==> config.mk <==
export PLATFORM = sky130hd
export DESIGN_NAME = up_dn_counter_5b
export DESIGN_NICKNAME = d
export VERILOG_FILES = /design/src/rtl/up_dn_pkg.sv /design/src/rtl/up_dn_cmd_dec.sv /design/src/rtl/up_dn_counter_5b.sv
export SDC_FILE = /design/constraint.sdc
export NUM_CORES = 1
export LEC_CHECK = 0
export CAP_MARGIN = 15
export CELL_PAD_IN_SITES_DETAIL_PLACEMENT = 2
export CELL_PAD_IN_SITES_GLOBAL_PLACEMENT = 2
export CORE_MARGIN = 2
export CORE_UTILIZATION = 26
export CTS_CLUSTER_SIZE = 28
export DETAILED_ROUTE_END_ITERATION = 16
export PLACE_DENSITY = 0.76
export SYNTH_ARGS = -nofsm -noshare
export SYNTH_HDL_FRONTEND = slang
export SYNTH_SLANG_ARGS = --single-unit
export TNS_END_PERCENT = 5
==> constraint.sdc <==
create_clock -name CLK -period 2.6 [get_ports CLK]
set_input_delay 0.52 -clock CLK [delete_from_list [all_inputs] [get_ports CLK]]
set_output_delay 0.52 -clock CLK [all_outputs]
set_load 0.02 [all_outputs]
==> src/rtl/up_dn_pkg.sv <==
// Shared widths, bounds and the command encoding for the saturating up/down counter.
// Constants only; no logic.
package up_dn_pkg;

  localparam int CNT_W   = 5;
  localparam int CNT_MAX = 31;

  typedef enum logic [1:0] {
    CMD_HOLD = 2'b00,
    CMD_UP   = 2'b01,
    CMD_DN   = 2'b10,
    CMD_LOAD = 2'b11
  } cmd_e;

endpackage

==> src/rtl/up_dn_cmd_dec.sv <==
// Priority encoder folding Load/Down/Up levels into one command (Load > Down > Up > hold).
// Purely combinational, zero latency; no flow control.
module up_dn_cmd_dec
  import up_dn_pkg::*;
(
  input  logic load,
  input  logic down,
  input  logic up,
  output cmd_e cmd
);

  always_comb begin
    cmd = CMD_HOLD;
    if (load)      cmd = CMD_LOAD;
    else if (down) cmd = CMD_DN;
    else if (up)   cmd = CMD_UP;
  end

endmodule

==> src/rtl/up_dn_counter_5b.sv <==
// Saturating up/down counter with clamped parallel load and a registered bound-hit pulse.
// Commands take effect one CLK later; never stalls, commands are sampled every edge.
module up_dn_counter_5b
  import up_dn_pkg::*;
#(
  parameter int WIDTH   = CNT_W,
  parameter int MAX_VAL = CNT_MAX
) (
  input  logic             CLK,
  input  logic             RST,
  input  logic [WIDTH-1:0] IN,
  input  logic             Load,
  input  logic             Down,
  input  logic             Up,
  output logic [WIDTH-1:0] Counter,
  output logic             High,
  output logic             Low,
  output logic             Tc
);

  localparam logic [WIDTH-1:0] MAX_C = WIDTH'(MAX_VAL);
  localparam logic [WIDTH-1:0] ONE   = WIDTH'(1);

  cmd_e             cmd;
  logic [WIDTH-1:0] cnt_nxt;
  logic             tc_nxt;

  up_dn_cmd_dec u_cmd_dec (
    .load (Load),
    .down (Down),
    .up   (Up),
    .cmd  (cmd)
  );

  assign High = (Counter == MAX_C);
  assign Low  = (Counter == '0);

  // Bounds are checked before stepping, so the arithmetic can never wrap.
  always_comb begin
    cnt_nxt = Counter;
    tc_nxt  = 1'b0;
    case (cmd)
      CMD_LOAD: cnt_nxt = (IN > MAX_C) ? MAX_C : IN;
      CMD_DN: begin
        if (!Low) begin
          cnt_nxt = Counter - ONE;
          tc_nxt  = (Counter == ONE);
        end
      end
      CMD_UP: begin
        if (!High) begin
          cnt_nxt = Counter + ONE;
          tc_nxt  = (Counter == MAX_C - ONE);
        end
      end
      default: ;
    endcase
  end

  always_ff @(posedge CLK or negedge RST) begin
    if (!RST) begin
      Counter <= '0;
      Tc      <= 1'b0;
    end else begin
      Counter <= cnt_nxt;
      Tc      <= tc_nxt;
    end
  end

endmodule
; Yosys cells after proc, flatten, opt, wreduce, memory -nomap -nowiden
; Index checks and enable logic that the tools add are counted.
[classes]
addsub = 2
order_cmp = 1
eq_ne = 8
n_mux = 10
reduce_logical = 3
[op_table]
columns = operator, count
row1 = 5-bit 2-to-1 mux, 3
row2 = 5-bit one-hot mux with 3 select lines, 1
row3 = 5-bit equality test (second input constant), 2
row4 = 5-bit by 1-bit adder with 5-bit output (second input constant), 1
row5 = 5-bit by 1-bit equality test with 1-bit output (second input constant), 1
row6 = 5-bit > comparator (second input constant), 1
row7 = 5-bit logical NOT, 1
row8 = 5-bit by 1-bit subtractor with 5-bit output (second input constant), 1
row9 = 2-bit equality test (second input constant), 2
row10 = 2-bit 2-to-1 mux, 2
row11 = 2-bit != test (second input constant), 2
row12 = 1-bit 2-to-1 mux, 3
row13 = 3-bit AND reduction, 1
row14 = 3-bit nonzero test, 1
row15 = 2-bit by 1-bit equality test with 1-bit output (second input constant), 1
row16 = 1-bit one-hot mux with 2 select lines, 1
[totals]
register_bits = 6
in_bits = 10

; Depth between registers and ports, before layout
; Gate-level depths: netlist (run 1).
[depth]
ltp_word = 6
ltp_mapped = 8
depth_no_buf = 8

; Modules after synthesis
; A second synthesis (run 1) with hierarchy kept.
[unflattened]
hier_cells = 65
hier_area_um2 = 605.6
[modules_own_cells]
columns = module, n_inst, cells_per_inst, area_per_inst_um2, seq_area_each_um2
row1 = up_dn_counter_5b, 1, 62, 588.1, 150.1
row2 = up_dn_cmd_dec, 1, 3, 17.5, 0.0

; Least setup slack after synthesis (run 1)
; OpenSTA, ideal clock, no wires.
[synth_path]
kind = flip-flop to flip-flop
from = register Counter[0]
to = register Counter[2]
setup_time_ns = 0.125
arrival_time_ns = 2.022
required_time_ns = 2.475
path_slack_ns = 0.453
path_stages_with_launch = 6
path_buffers = 0
period_less_slack_ns = 2.147
path_cell_list = dfrtp_1 ha_1 and3_2 ha_1 a221oi_4 mux2_2
[synth_via]
elab_chain_cells = 3
elab_cells_between_ends = 10
classes_between = add/sub: 2 / eq/ne: 3 / mux: 3 / reduce/logical: 2
[synth_lines]
columns = element, line
row1 = from (decl), up_dn_counter_5b.sv:15  ; output logic [WIDTH-1:0] Counter,
row2 = from (signal assigned), up_dn_counter_5b.sv:65  ; Counter <= cnt_nxt;
row3 = 5-bit equality test, up_dn_counter_5b.sv:35  ; assign High = (Counter == MAX_C);
row4 = named net High, up_dn_counter_5b.sv:16  ; output logic High,
row5 = 2-bit != test (no source line), n/a
row6 = 3-bit AND reduction (no source line), n/a
; The timed path passes the listed nets, and every way through them passes these cells. The select of a mux whose other input is x is not followed.
; A chain may end at the register's enable or synchronous reset.

; Worst setup path after layout (run 1)
[layout_path]
from = input port Down
to = register Counter[2]
[layout_via]
elab_chain_cells = 5
elab_cells_between_ends = 10
classes_between = eq/ne: 5 / mux: 3 / reduce/logical: 2
[layout_lines]
columns = element, line
row1 = from (decl), up_dn_counter_5b.sv:13  ; input logic Down,
row2 = 2-bit 2-to-1 mux (*), up_dn_cmd_dec.sv:15  ; else if (down) cmd = CMD_DN;
row3 = 2-bit 2-to-1 mux (*), up_dn_cmd_dec.sv:14  ; if (load) cmd = CMD_LOAD;
row4 = 2-bit equality test or 2-bit by 1-bit equality test with 1-bit output (tied branches), up_dn_counter_5b.sv:42  ; case (cmd)
row5 = 2-bit != test (no source line) or 3-bit nonzero test (tied branches), n/a
row6 = 3-bit AND reduction (no source line), n/a
; Every way passes the cells marked *; elsewhere a longest branch is shown, timed or not.

==> flow_metrics.tcl, run 1 <==
set metrics [dict create \
    yosys.area_share.simple_pct 19.4 \
    die_area_um2 2710 \
    clkPwrFrac_pct 19.0 \
    p_comb_share_pct 48.5 \
    die_w_um 52.1 \
    worstPathArrival_ns 2.42 \
    cp-end-kind "flop" \
    cts_tree "built" \
    rows 17 \
    cts_buffers 3 \
    routed_wl_um 1820 \
    nNetsFinal 106 \
    dp_hpwl_um 1450 \
    wl_per_cell_um 16.1 \
    yosys-top-cells-area "dfrtp_1, ha_1, a221oi_4" \
    synth_mux_area_share_pct 5.21 \
    finalCritPeriodShare_pct 88.1 \
    startpoint_type "input pin" \
    antenna_found_initial 0 \
    drive_gt1_share_pct 15.3 \
    fin_worst_skew_ns 0.00196 \
    clkTransAtPathRegs_ns 0.05 \
    grt_pass1_vias 592 \
    hold_path_class "input pin to async pin" \
    swShare_pct 40.7 \
    grt_util_all_layers_pct 15.4 \
    vdd_drop_max_mv 0.171 \
    hold_viol_final 0 \
    critical_path_required_ns 2.73 \
    numPortBuffers 17 \
    power_frac_seq_pct 32.5 \
    slew_violations 0 \
    syn-instance-count 65 \
    syn_area_um2 601 \
    yosys.area.top_type "dfrtp_1" \
    synth_area_per_cell_um2 9.24 \
    fin_setup_tns_ns 0 \
    switching_power_w 0.000189 \
    criticalPathCategory "input pin to flop" \
    p_int_w 0.000276 \
    vias 562 \
    rsz0062_at_grt "no" \
    holdBufCountCts 0 \
    synth_adder_area_share_pct 18.8 \
    clk_path_buf_depth 2 \
    cts_resized 0 \
    slew_headroom_pct 76.8 \
    synth_xor_area_share_pct 4.38 \
    post-route-min-period_ns 2.29 \
    synth_cell_types 30 \
    synth_compound_area_share_pct 20.2 \
    via_per_inst 4.97 \
    drtIter0Drc 9 \
    fmax_mhz 437 \
    dr.pass1.iters 2 \
    die_h_um 52.1 \
    seq_area_frac_synth_pct 25.0 \
    synth_most_common_cell "ha_1" \
    drc 0 \
    total_power_w 0.000465 \
    synth_edf_count 0 \
    cts_setup_buffers 0 \
    root_buffer "clkbuf_4" \
    tightestPinTransition_ns 0.348 \
    dp.cells 110 \
    postRouteAntennaNets 0 \
    insertion_delay_ns 0.25 \
    cp_max_fo 6 \
    diodes 0 \
    gp_congestion 0.729 \
    setup_viol 0 \
    fillers 248 \
    core_um2 2190 \
    ys_dominant_reg_cell "dfrtp_1" \
    whs_ns 0.540 \
    syn_to_final_growth_pct 40.0 \
    cts_max_level 1 \
    synth_fp_nets 84 \
    synth_top_area_share_pct 25.0 \
    grt_pass1_wl_um 3020 \
    grt_max_degree 11 \
    ys_ff_latch 6 \
    outcome "complete, no violations" \
    finalNonFillerCells 113 \
    power.leakage_nw 0.401 \
    cts_sinks 6 \
    synth_top_family_by_area "compound AO/OA/AOI/OAI gates" \
    start_util_pct 27.4 \
    maxCapViolations 0 \
    yosysWarnings 0 \
    synthArstFlopShare_pct 100 \
    io-pin-count 18 \
    power_density_nw_per_um2 553 \
    grt-ovfl-total 0 \
    synthTopCellsByCount "ha_1, inv_1, dfrtp_1" \
]
## cells in the final DEF, fill, tap and decap left out, types with 2 or more instances in the layout
cell type	synthesis	layout
mux2i_1	2	2
clkdlybuf4s50_1	0	15
ha_1	9	9
nor3_1	3	3
nor2_1	4	4
xor2_1	3	3
o211ai_1	2	2
dfrtp_1	6	5
buf_4	1	3
dlymetal6s2s_1	0	2
clkbuf_4	0	3
nand2_1	4	4
inv_1	7	7
a21oi_1	5	5
## final timing paths
kind,depth (start not counted),slack (ns),startpoint,to
max,7,0.31,Down,Counter[2]
min,1,0.54,RST,Tc
max reg2reg,5,0.58,Counter[1],Counter[2]
min reg2reg,2,0.65,Counter[0],Counter[0]
max in group asynchronous,1,1.79,RST,Counter[0]
min in group CLK,2,0.65,Counter[0],Counter[0]
## sequential cells by signal (all words and copies together), names as in the netlist
register	flops
Counter	5
Tc	1
## worst max-delay path, cell delays in order
cell	delay (ns)
clkdlybuf4s50_1	0.49
inv_1	0.05
a21oi_1	0.18
inv_1	0.06
ha_1	0.30
a221oi_4	0.42
mux2_2	0.38
## per-stage QoR
stage               util, %  cell area [µm²]  setup WS (ns)
floorplan                 -              601          0.453
global placement       37.1              812          0.191
detailed placement     37.1              812         0.0603
CTS                    38.1              835         0.0217
global route           38.4              841          0.160
finish                 38.4              841          0.310
## power by group through the flow
stage          clock network, W  registers [W]  logic [W]
2_1_floorplan                 0       0.000153   0.000132
3_3_place_gp                  0       0.000151   0.000221
3_5_place_dp                  0       0.000153   0.000228
4_1_cts               0.0000927       0.000151   0.000231
5_1_grt               0.0000952       0.000156   0.000252
6_report              0.0000886       0.000151   0.000226
## logic make-up (layout without fill, tap and decap cells)
family,Yosys count,after routing
and+or+nand+nor,19,19
buffers and inverters,10,30
adders and majority gates,9,9
DFF,6,6
muxes,3,3
AOI/OAI and AO/OA,15,15
xor gates and xnor gates,3,3
## routing by layer
metal / global-route usage (%) / up-vias / routed length (µm)
met5: 0 / - / 0
met4: 2.63 / 0 / 17
met3: 4.31 / 2 / 62
met2: 28.3 / 13 / 990
met1: 17.8 / 276 / 754
li1: - / 271 / -
## area by class of cell
| class | instances | area [µm²] | area share, % |
|---|---|---|---|
| Inverter | 7 | 26.3 | 3.13 |
| Timing Repair Buffer | 20 | 198 | 23.5 |
| Clock buffer | 3 | 22.5 | 2.68 |
| Multi-Input combinational cell | 49 | 408 | 48.5 |
| Tap cell | 28 | 35.0 | 4.17 |
| Sequential cell | 6 | 151 | 18.0 |
Note: power is estimated with default switching activity, not from simulation.
==> run 2: changes to the inputs <==
==> constraint.sdc (replaced) <==
create_clock -name CLK -period 2.6 [get_ports CLK]
set_input_delay 0.26 -clock CLK [delete_from_list [all_inputs] [get_ports CLK]]
set_output_delay 0.26 -clock CLK [all_outputs]
set_load 0.02 [all_outputs]
==> run 2 against run 1 <==
Compared with the run above:
- register-to-register slack barely moved
- worst hold slack got worse by 0.27 ns
- die area did not move
- clock-buffer cell count did not move
- sequential share of layout area rose by 0.31 points
- flip-flop and latch count did not move
- via count rose by 0.18%
- combinational power fell by 5%
- non-clock buffer count fell by 2
- critical path type is now flop to output pin
==> flow_metrics.tcl, run 2 (synthesized netlist as in run 1, its figures left out) <==
set metrics [dict create \
    outcome "complete, no violations" \
    cts_setup_buffers 0 \
    die_w_um 52.1 \
    grt-ovfl-total 0 \
    dp.cells 108 \
    die_area_um2 2710 \
    vias 563 \
    criticalPathCategory "flop to output pin" \
    fmax_mhz 434 \
    wl_per_cell_um 16.4 \
    grt_util_all_layers_pct 15.8 \
    post-route-min-period_ns 2.30 \
    cts_buffers 3 \
    postRouteAntennaNets 0 \
    start_util_pct 27.4 \
    via_per_inst 5.07 \
    fin_worst_skew_ns 0.00475 \
    cts_sinks 6 \
    p_comb_share_pct 46.2 \
    grt_pass1_wl_um 3050 \
    drive_gt1_share_pct 12.0 \
    slew_violations 0 \
    clk_path_buf_depth 2 \
    finalCritPeriodShare_pct 88.6 \
    final_cell_mix "clkdlybuf4s50_1, ha_1, inv_1" \
    hold_path_class "input pin to async pin" \
    numPortBuffers 17 \
    rows 17 \
    cts_tree "built" \
    r2r-end "Counter[2]" \
    dp_hpwl_um 1440 \
    insertion_delay_ns 0.25 \
    largest-register "Counter" \
    antenna_found_initial 0 \
    critical_path_required_ns 2.34 \
    switching_power_w 0.000193 \
    power_density_nw_per_um2 566 \
    finalNonFillerCells 111 \
    startpoint_type "flop" \
    cts_max_level 1 \
    holdBufCountCts 0 \
    core_um2 2190 \
    swShare_pct 41.7 \
    power_frac_seq_pct 34.2 \
    cp_max_fo 8 \
    cts_resized 0 \
    p_int_w 0.000270 \
    reg2reg_slack_ns 0.58 \
    setup_viol 0 \
    final.setup.worst_slack_ns 0.295 \
    maxCapViolations 0 \
    tightestPinTransition_ns 0.440 \
    diodes 0 \
    worstPathArrival_ns 2.04 \
    root_buffer "clkbuf_4" \
    drtIter0Drc 5 \
    top_regs "Counter x5, Tc x1" \
    whs_ns 0.272 \
    routed_wl_um 1820 \
    power.leakage_nw 0.357 \
    syn_to_final_growth_pct 36.5 \
    cp-end-kind "output pin" \
    reg2reg_from "Counter[0]" \
    drc 0 \
    final_util_pct 37.4 \
    clkPwrFrac_pct 19.7 \
    slew_headroom_pct 70.7 \
    nNetsFinal 104 \
    grt_pass1_vias 628 \
    reg2regPathDepth 5 \
    final_common_cell "clkdlybuf4s50_1" \
    io-pin-count 18 \
    grt_max_degree 12 \
    dr.pass1.iters 2 \
    clkTransAtPathRegs_ns 0.05 \
    gp_congestion 0.734 \
    vdd_drop_max_mv 0.209 \
    fin_setup_tns_ns 0 \
    largest_register_ffs 5 \
    hold_viol_final 0 \
    die_h_um 52.1 \
    place_ws_ns 0.265 \
    rsz0062_at_grt "no" \
]
==> run 2: final cells by class <==
cell class	count	area (µm²)
clock buffers	3	22.5
fillers	260	1370
inverters	7	26.3
multi-input cells	49	408
flip-flops and latches	6	150
well taps	28	35.0
repair buffers	18	178
==> run 2: power by group through the flow <==
stage | clock network (W) | registers, W | logic, W
2_1_floorplan | 0 | 0.000153 | 0.000132
3_3_place_gp | 0 | 0.000159 | 0.000208
3_5_place_dp | 0 | 0.000161 | 0.000215
4_1_cts | 0.0000969 | 0.000159 | 0.000218
5_1_grt | 0.0000992 | 0.000163 | 0.000238
6_report | 0.0000912 | 0.000158 | 0.000214
==> run 2: routing by layer <==
metal  global-route usage, %  share of wire (%)  vias to the layer above
met2                    29.5                 55                       13
met4                    6.58                1.8                        0
met5                       0                  0                        -
met3                    4.60                4.4                        4
met1                    16.0                 39                      280
li1                        -                  -                      266
==> run 2: worst max path at each step <==
| stage | start | cells past startpoint | end |
|---|---|---|---|
| floorplan | Counter[0] | 5 | Counter[2] |
| global placement | Down | 7 | Counter[2] |
| detailed placement | Down | 9 | Counter[1] |
| CTS | Counter[0] | 4 | Low |
| global route | Counter[0] | 4 | High |
| finish | Counter[0] | 4 | Low |
==> run 2: through the flow <==
step	total power [W]	area (µm²)
after global placement	0.000367	797
after detailed placement	0.000376	797
after floorplan	0.000285	601
final	0.000464	820
after global routing	0.000501	820
after CTS	0.000473	820
==> run 2: critical path, cell delays in order, from the launching register on <==
cell and delay, ns:
dfrtp_1 0.46, inv_1 0.14, ha_1 0.18, nor4b_4 0.32, clkdlybuf4s50_1 0.68
==> run 3: changes to the inputs <==
--- a/config.mk
+++ b/config.mk
@@ -6,7 +6,7 @@
 export NUM_CORES = 1
 export LEC_CHECK = 0
 export CAP_MARGIN = 15
-export CELL_PAD_IN_SITES_DETAIL_PLACEMENT = 2
+export CELL_PAD_IN_SITES_DETAIL_PLACEMENT = 1
 export CELL_PAD_IN_SITES_GLOBAL_PLACEMENT = 2
 export CORE_MARGIN = 2
 export CORE_UTILIZATION = 26
==> run 3 against run 2 <==
Compared with the run above:
- clock-buffer cell count unchanged
- global-route usage decreased by 2.2 points
- cell count unchanged
- clock power down 4.8%
- combinational power decreased by 3%
- critical path depth did not move
- maximum frequency rose by 2.5%
- utilization did not move
- routed wire length decreased by 13%
- design area unchanged
- flip-flop and latch count did not move
- largest power group unchanged
- highest routed layer unchanged
==> flow_metrics.tcl, run 3 (synthesized netlist as in run 1, its figures left out) <==
set metrics [dict create \
    outcome "complete, no violations" \
    reg2regPathDepth 5 \
    grt_pass1_wl_um 2660 \
    cts_resized 0 \
    post-route-min-period_ns 2.25 \
    via_per_inst 5.08 \
    nNetsFinal 104 \
    worstPathArrival_ns 1.99 \
    cts_max_level 1 \
    cp-end-kind "output pin" \
    antenna_found_initial 0 \
    maxCapViolations 0 \
    top_regs "Counter x5, Tc x1" \
    startpoint_type "flop" \
    start_util_pct 27.4 \
    fin_worst_skew_ns 0.00314 \
    grt_util_all_layers_pct 13.6 \
    die_h_um 52.1 \
    power_density_nw_per_um2 551 \
    cts_setup_buffers 0 \
    crit_cells 4 \
    hold_path_class "input pin to async pin" \
    root_buffer "clkbuf_4" \
    clkTransAtPathRegs_ns 0.05 \
    vdd_drop_max_mv 0.292 \
    final_cell_mix "clkdlybuf4s50_1, ha_1, inv_1" \
    drive_gt1_share_pct 12.0 \
    vias 564 \
    grt-ovfl-total 0 \
    clk_path_buf_depth 2 \
    dr.pass1.iters 2 \
    syn_to_final_growth_pct 36.5 \
    cp_common_cell "ha_1" \
    cts_tree "built" \
    cts_buffers 3 \
    grt_pass1_vias 566 \
    drtIter0Drc 4 \
    cp_num_buf_inv 1 \
    criticalPathCategory "flop to output pin" \
    stdcell_area_um2 820 \
    wl_per_cell_um 14.3 \
    crit_chain "ha_1 > and3_2 > ha_1 > clkdlybuf4s50_1" \
    largest-register "Counter" \
    numPortBuffers 17 \
    path_delay_family "buffers and inverters" \
    insertion_delay_ns 0.24 \
    whs_ns 0.284 \
    critPathMaxStageDelay_ns 0.64 \
    critical_path_required_ns 2.34 \
    final_util_pct 37.4 \
    fmax_mhz 445 \
    slew_headroom_pct 72.2 \
    fin_setup_tns_ns 0 \
    critPathLaunch "Counter[0]" \
    tightestPinTransition_ns 0.418 \
    rsz0062_at_grt "no" \
    hold_viol_final 0 \
    gp_congestion 0.734 \
    dp_hpwl_um 1290 \
    grt_max_degree 12 \
    cp_max_fo 8 \
    place_area_um2 797 \
    core_um2 2190 \
    routed_wl_um 1590 \
    die_w_um 52.1 \
    slowest_stage "clkdlybuf4s50_1" \
    rows 17 \
    holdBufCountCts 0 \
    final_common_cell "clkdlybuf4s50_1" \
    io-pin-count 18 \
    finalCritPeriodShare_pct 86.5 \
    postRouteAntennaNets 0 \
    setup_viol 0 \
    reg2reg_from "Counter[0]" \
    drc 0 \
    die_area_um2 2710 \
    diodes 0 \
    slew_violations 0 \
    cts_sinks 6 \
    largest_register_ffs 5 \
    power.leakage_nw 0.357 \
]
==> run 3: final timing paths <==
path | endpoint | slack (ns)
min in group CLK | Counter[0] | 0.67
worst max register to register | Counter[2] | 0.63
worst min register to register | Counter[0] | 0.68
worst min-delay path | Tc | 0.28
worst max-delay path | High | 0.35
max in group asynchronous | Counter[4] | 2.06
==> run 3: worst register-to-register path, cell delays in order, from the launching register on <==
cell and delay, ns:
dfrtp_1 0.46, ha_1 0.26, and3_2 0.18, ha_1 0.23
a221oi_4 0.36, mux2_2 0.37
==> run 3: power by group <==
group          switching [W]  internal [W]
Combinational       0.000101      0.000107
Clock              0.0000345     0.0000523
Sequential         0.0000469      0.000110
Total               0.000182      0.000270
==> run 3: final cells by class <==
class	count	area, µm²
well taps	28	35.0
multi-input cells	49	408
flip-flops and latches	6	150
repair buffers	18	178
inverters	7	26.3
fillers	263	1370
clock buffers	3	22.5
==> run 3: metal layers <==
metal | vias to the layer above | GRT usage [%] | routed length [µm]
met4 | 0 | 2.63 | 17
met1 | 280 | 14.9 | 637
met2 | 11 | 25.3 | 870
met3 | 2 | 4.31 | 63
met5 | - | 0 | 0
li1 | 271 | - | -
==> run 3: metrics by stage <==
step	total power (W)	setup WS, ns	std cells
2_1_floorplan	0.000285	0.453	65
3_3_place_gp	0.000367	0.379	108
3_5_place_dp	0.000368	0.317	108
4_1_cts	0.000461	0.324	111
5_1_grt	0.000491	0.251	111
6_report	0.000452	0.352	111
==> patch: new RTL, settings of run 3 <==
The output `Tc` loses its register stage (`Tc` becomes a continuous assignment).
--- a/src/rtl/up_dn_counter_5b.sv
+++ b/src/rtl/up_dn_counter_5b.sv
@@ -62,6 +62,4 @@
       Counter <= '0;
-      Tc      <= 1'b0;
     end else begin
       Counter <= cnt_nxt;
-      Tc      <= tc_nxt;
     end
@@ -69,2 +67,4 @@
 
+  assign Tc = tc_nxt;
+
 endmodule
Formal check against the unedited RTL: not equivalent (Yosys sat finds a counterexample within 4 cycles, from zero or initial values and one cycle with RST low).
==> patch against run 3 <==
- wire length rose by 6.7%
- final cell count rose by 6.3%
- cell area rose by 3.7%
- non-clock buffer count rose by 7
- worst setup slack got worse by 0.13 ns
- sequential cell count fell by 1
- area after synthesis fell by 4.2%
- power rose by 3.5%
- via count rose by 0.89%
- critical path type unchanged
==> patch: results (changes against run 3) <==
final_cells: 118  # +6.3%
synth_compound_area_share_pct: 21.09  # +0.88 points
skew_ns: 0.0003648  # -0.002780 ns
seq_area_frac_synth_pct: 21.74  # -3.3 points
outcome: "finished clean"
max_slew_margin_pct: 76.96  # +4.8 points
cp.arrival_ns: 2.12  # +0.13 ns
gp_congestion: 0.7754  # +5.7%
top_regs: "Counter x5"
leakage_nw: 0.3839  # +7.7%
vias: 569  # +0.89%
slowest_stage: "dfrtp_1"
synth_area_leaders: "dfrtp_1 (22%), ha_1 (20%), a221oi_4 (4.6%)"
synth-xor-area-share_pct: 4.565  # +0.19 points
top_layer: "met3"
n_fill_cell: 264  # +0.38%
grt_first_pass_wirelength_um: 2870  # +8.1%
dpl.hpwl_um: 1410  # +9.6%
grt_max_degree: 11  # -1
crit_end: "Tc"
crit_path_max_incr_delay_ns: 0.43  # -0.21 ns
fin_crit_ns: 2.382  # +0.1340 ns
grt_usage_pct: 14.94  # +1.3 points
place_area_um2: 824.5  # +3.5%
wl_met1_um: 729  # +14%
place_ws_ns: 0.05662  # -0.2605 ns
drt_iter0_drc: 7  # +3
cts_resized: 1  # +1
wl_met2_um: 907  # +4.3%
routedWlPerCell_um: 14.36  # +0.35%
cp_max_fo: 6  # -2
grt_pass1_vias: 630  # +11%
patch: cell types whose count changed in the layout (fill, tap and decap cells not counted):
cell	change
buf_4	+7
clkbuf_1	+1
clkdlybuf4s50_1	-1
dfrtp_1	-1
dlygate4sd2_1	+1
patch: logic make-up after synthesis:
family                     count (synthesis)
muxes                                      3
and+or+nand+nor                           19
xor gates and xnor gates                   3
adders and majority gates                  9
buffers and inverters                     10
DFF                                        5
AOI/OAI and AO/OA                         15
patch: through the flow:
step                      utilization (%)  hold WS, ns
final                               39.55       0.2351
after global routing                39.55       0.2335
after floorplan                         -     -0.03559
after global placement              38.38       0.5040
after detailed placement            38.38       0.4983
after CTS                           39.55       0.2334
patch: how the worst min path moves through the flow:
stage / depth (start not counted) / to / startpoint
6_report: 1 / Counter[0] / RST
5_1_grt: 1 / Counter[4] / RST
4_1_cts: 1 / Counter[4] / RST
3_5_place_dp: 1 / Counter[1] / RST
3_3_place_gp: 1 / Counter[0] / RST
2_1_floorplan: 0 / Counter[0] / RST
patch: final cells by class:
class | instances | area, µm² | area share, %
Tap cell | 28 | 35.03 | 4.124
Timing Repair Buffer | 25 | 229.0 | 26.95
Clock buffer | 4 | 26.28 | 3.093
Inverter | 7 | 26.28 | 3.093
Multi-Input combinational cell | 49 | 407.9 | 48.01
Sequential cell | 5 | 125.1 | 14.73
patch: report_power, final:
| part | switching, mW | internal [mW] | leakage, nW |
|---|---|---|---|
| Combinational | 0.134 | 0.124 | 0.309 |
| Clock | 0.0350 | 0.0582 | 0.0150 |
| Sequential | 0.0216 | 0.0948 | 0.0596 |
| Total | 0.191 | 0.277 | 0.384 |
patch: metal layers:
metal,global-route usage (%),vias up
met4,1.351,0
met1,16.46,278
li1,-,279
met5,0,-
met3,4.386,0
met2,28.79,12
patch: worst max-delay path: cells and delay by family, from the launching register on:
family / cells / cell delay (ns)
AOI/OAI and AO/OA: 1 / 0.19
adders and majority gates: 2 / 0.44
buffers and inverters: 1 / 0.35
DFF: 1 / 0.43
and+or+nand+nor: 3 / 0.47
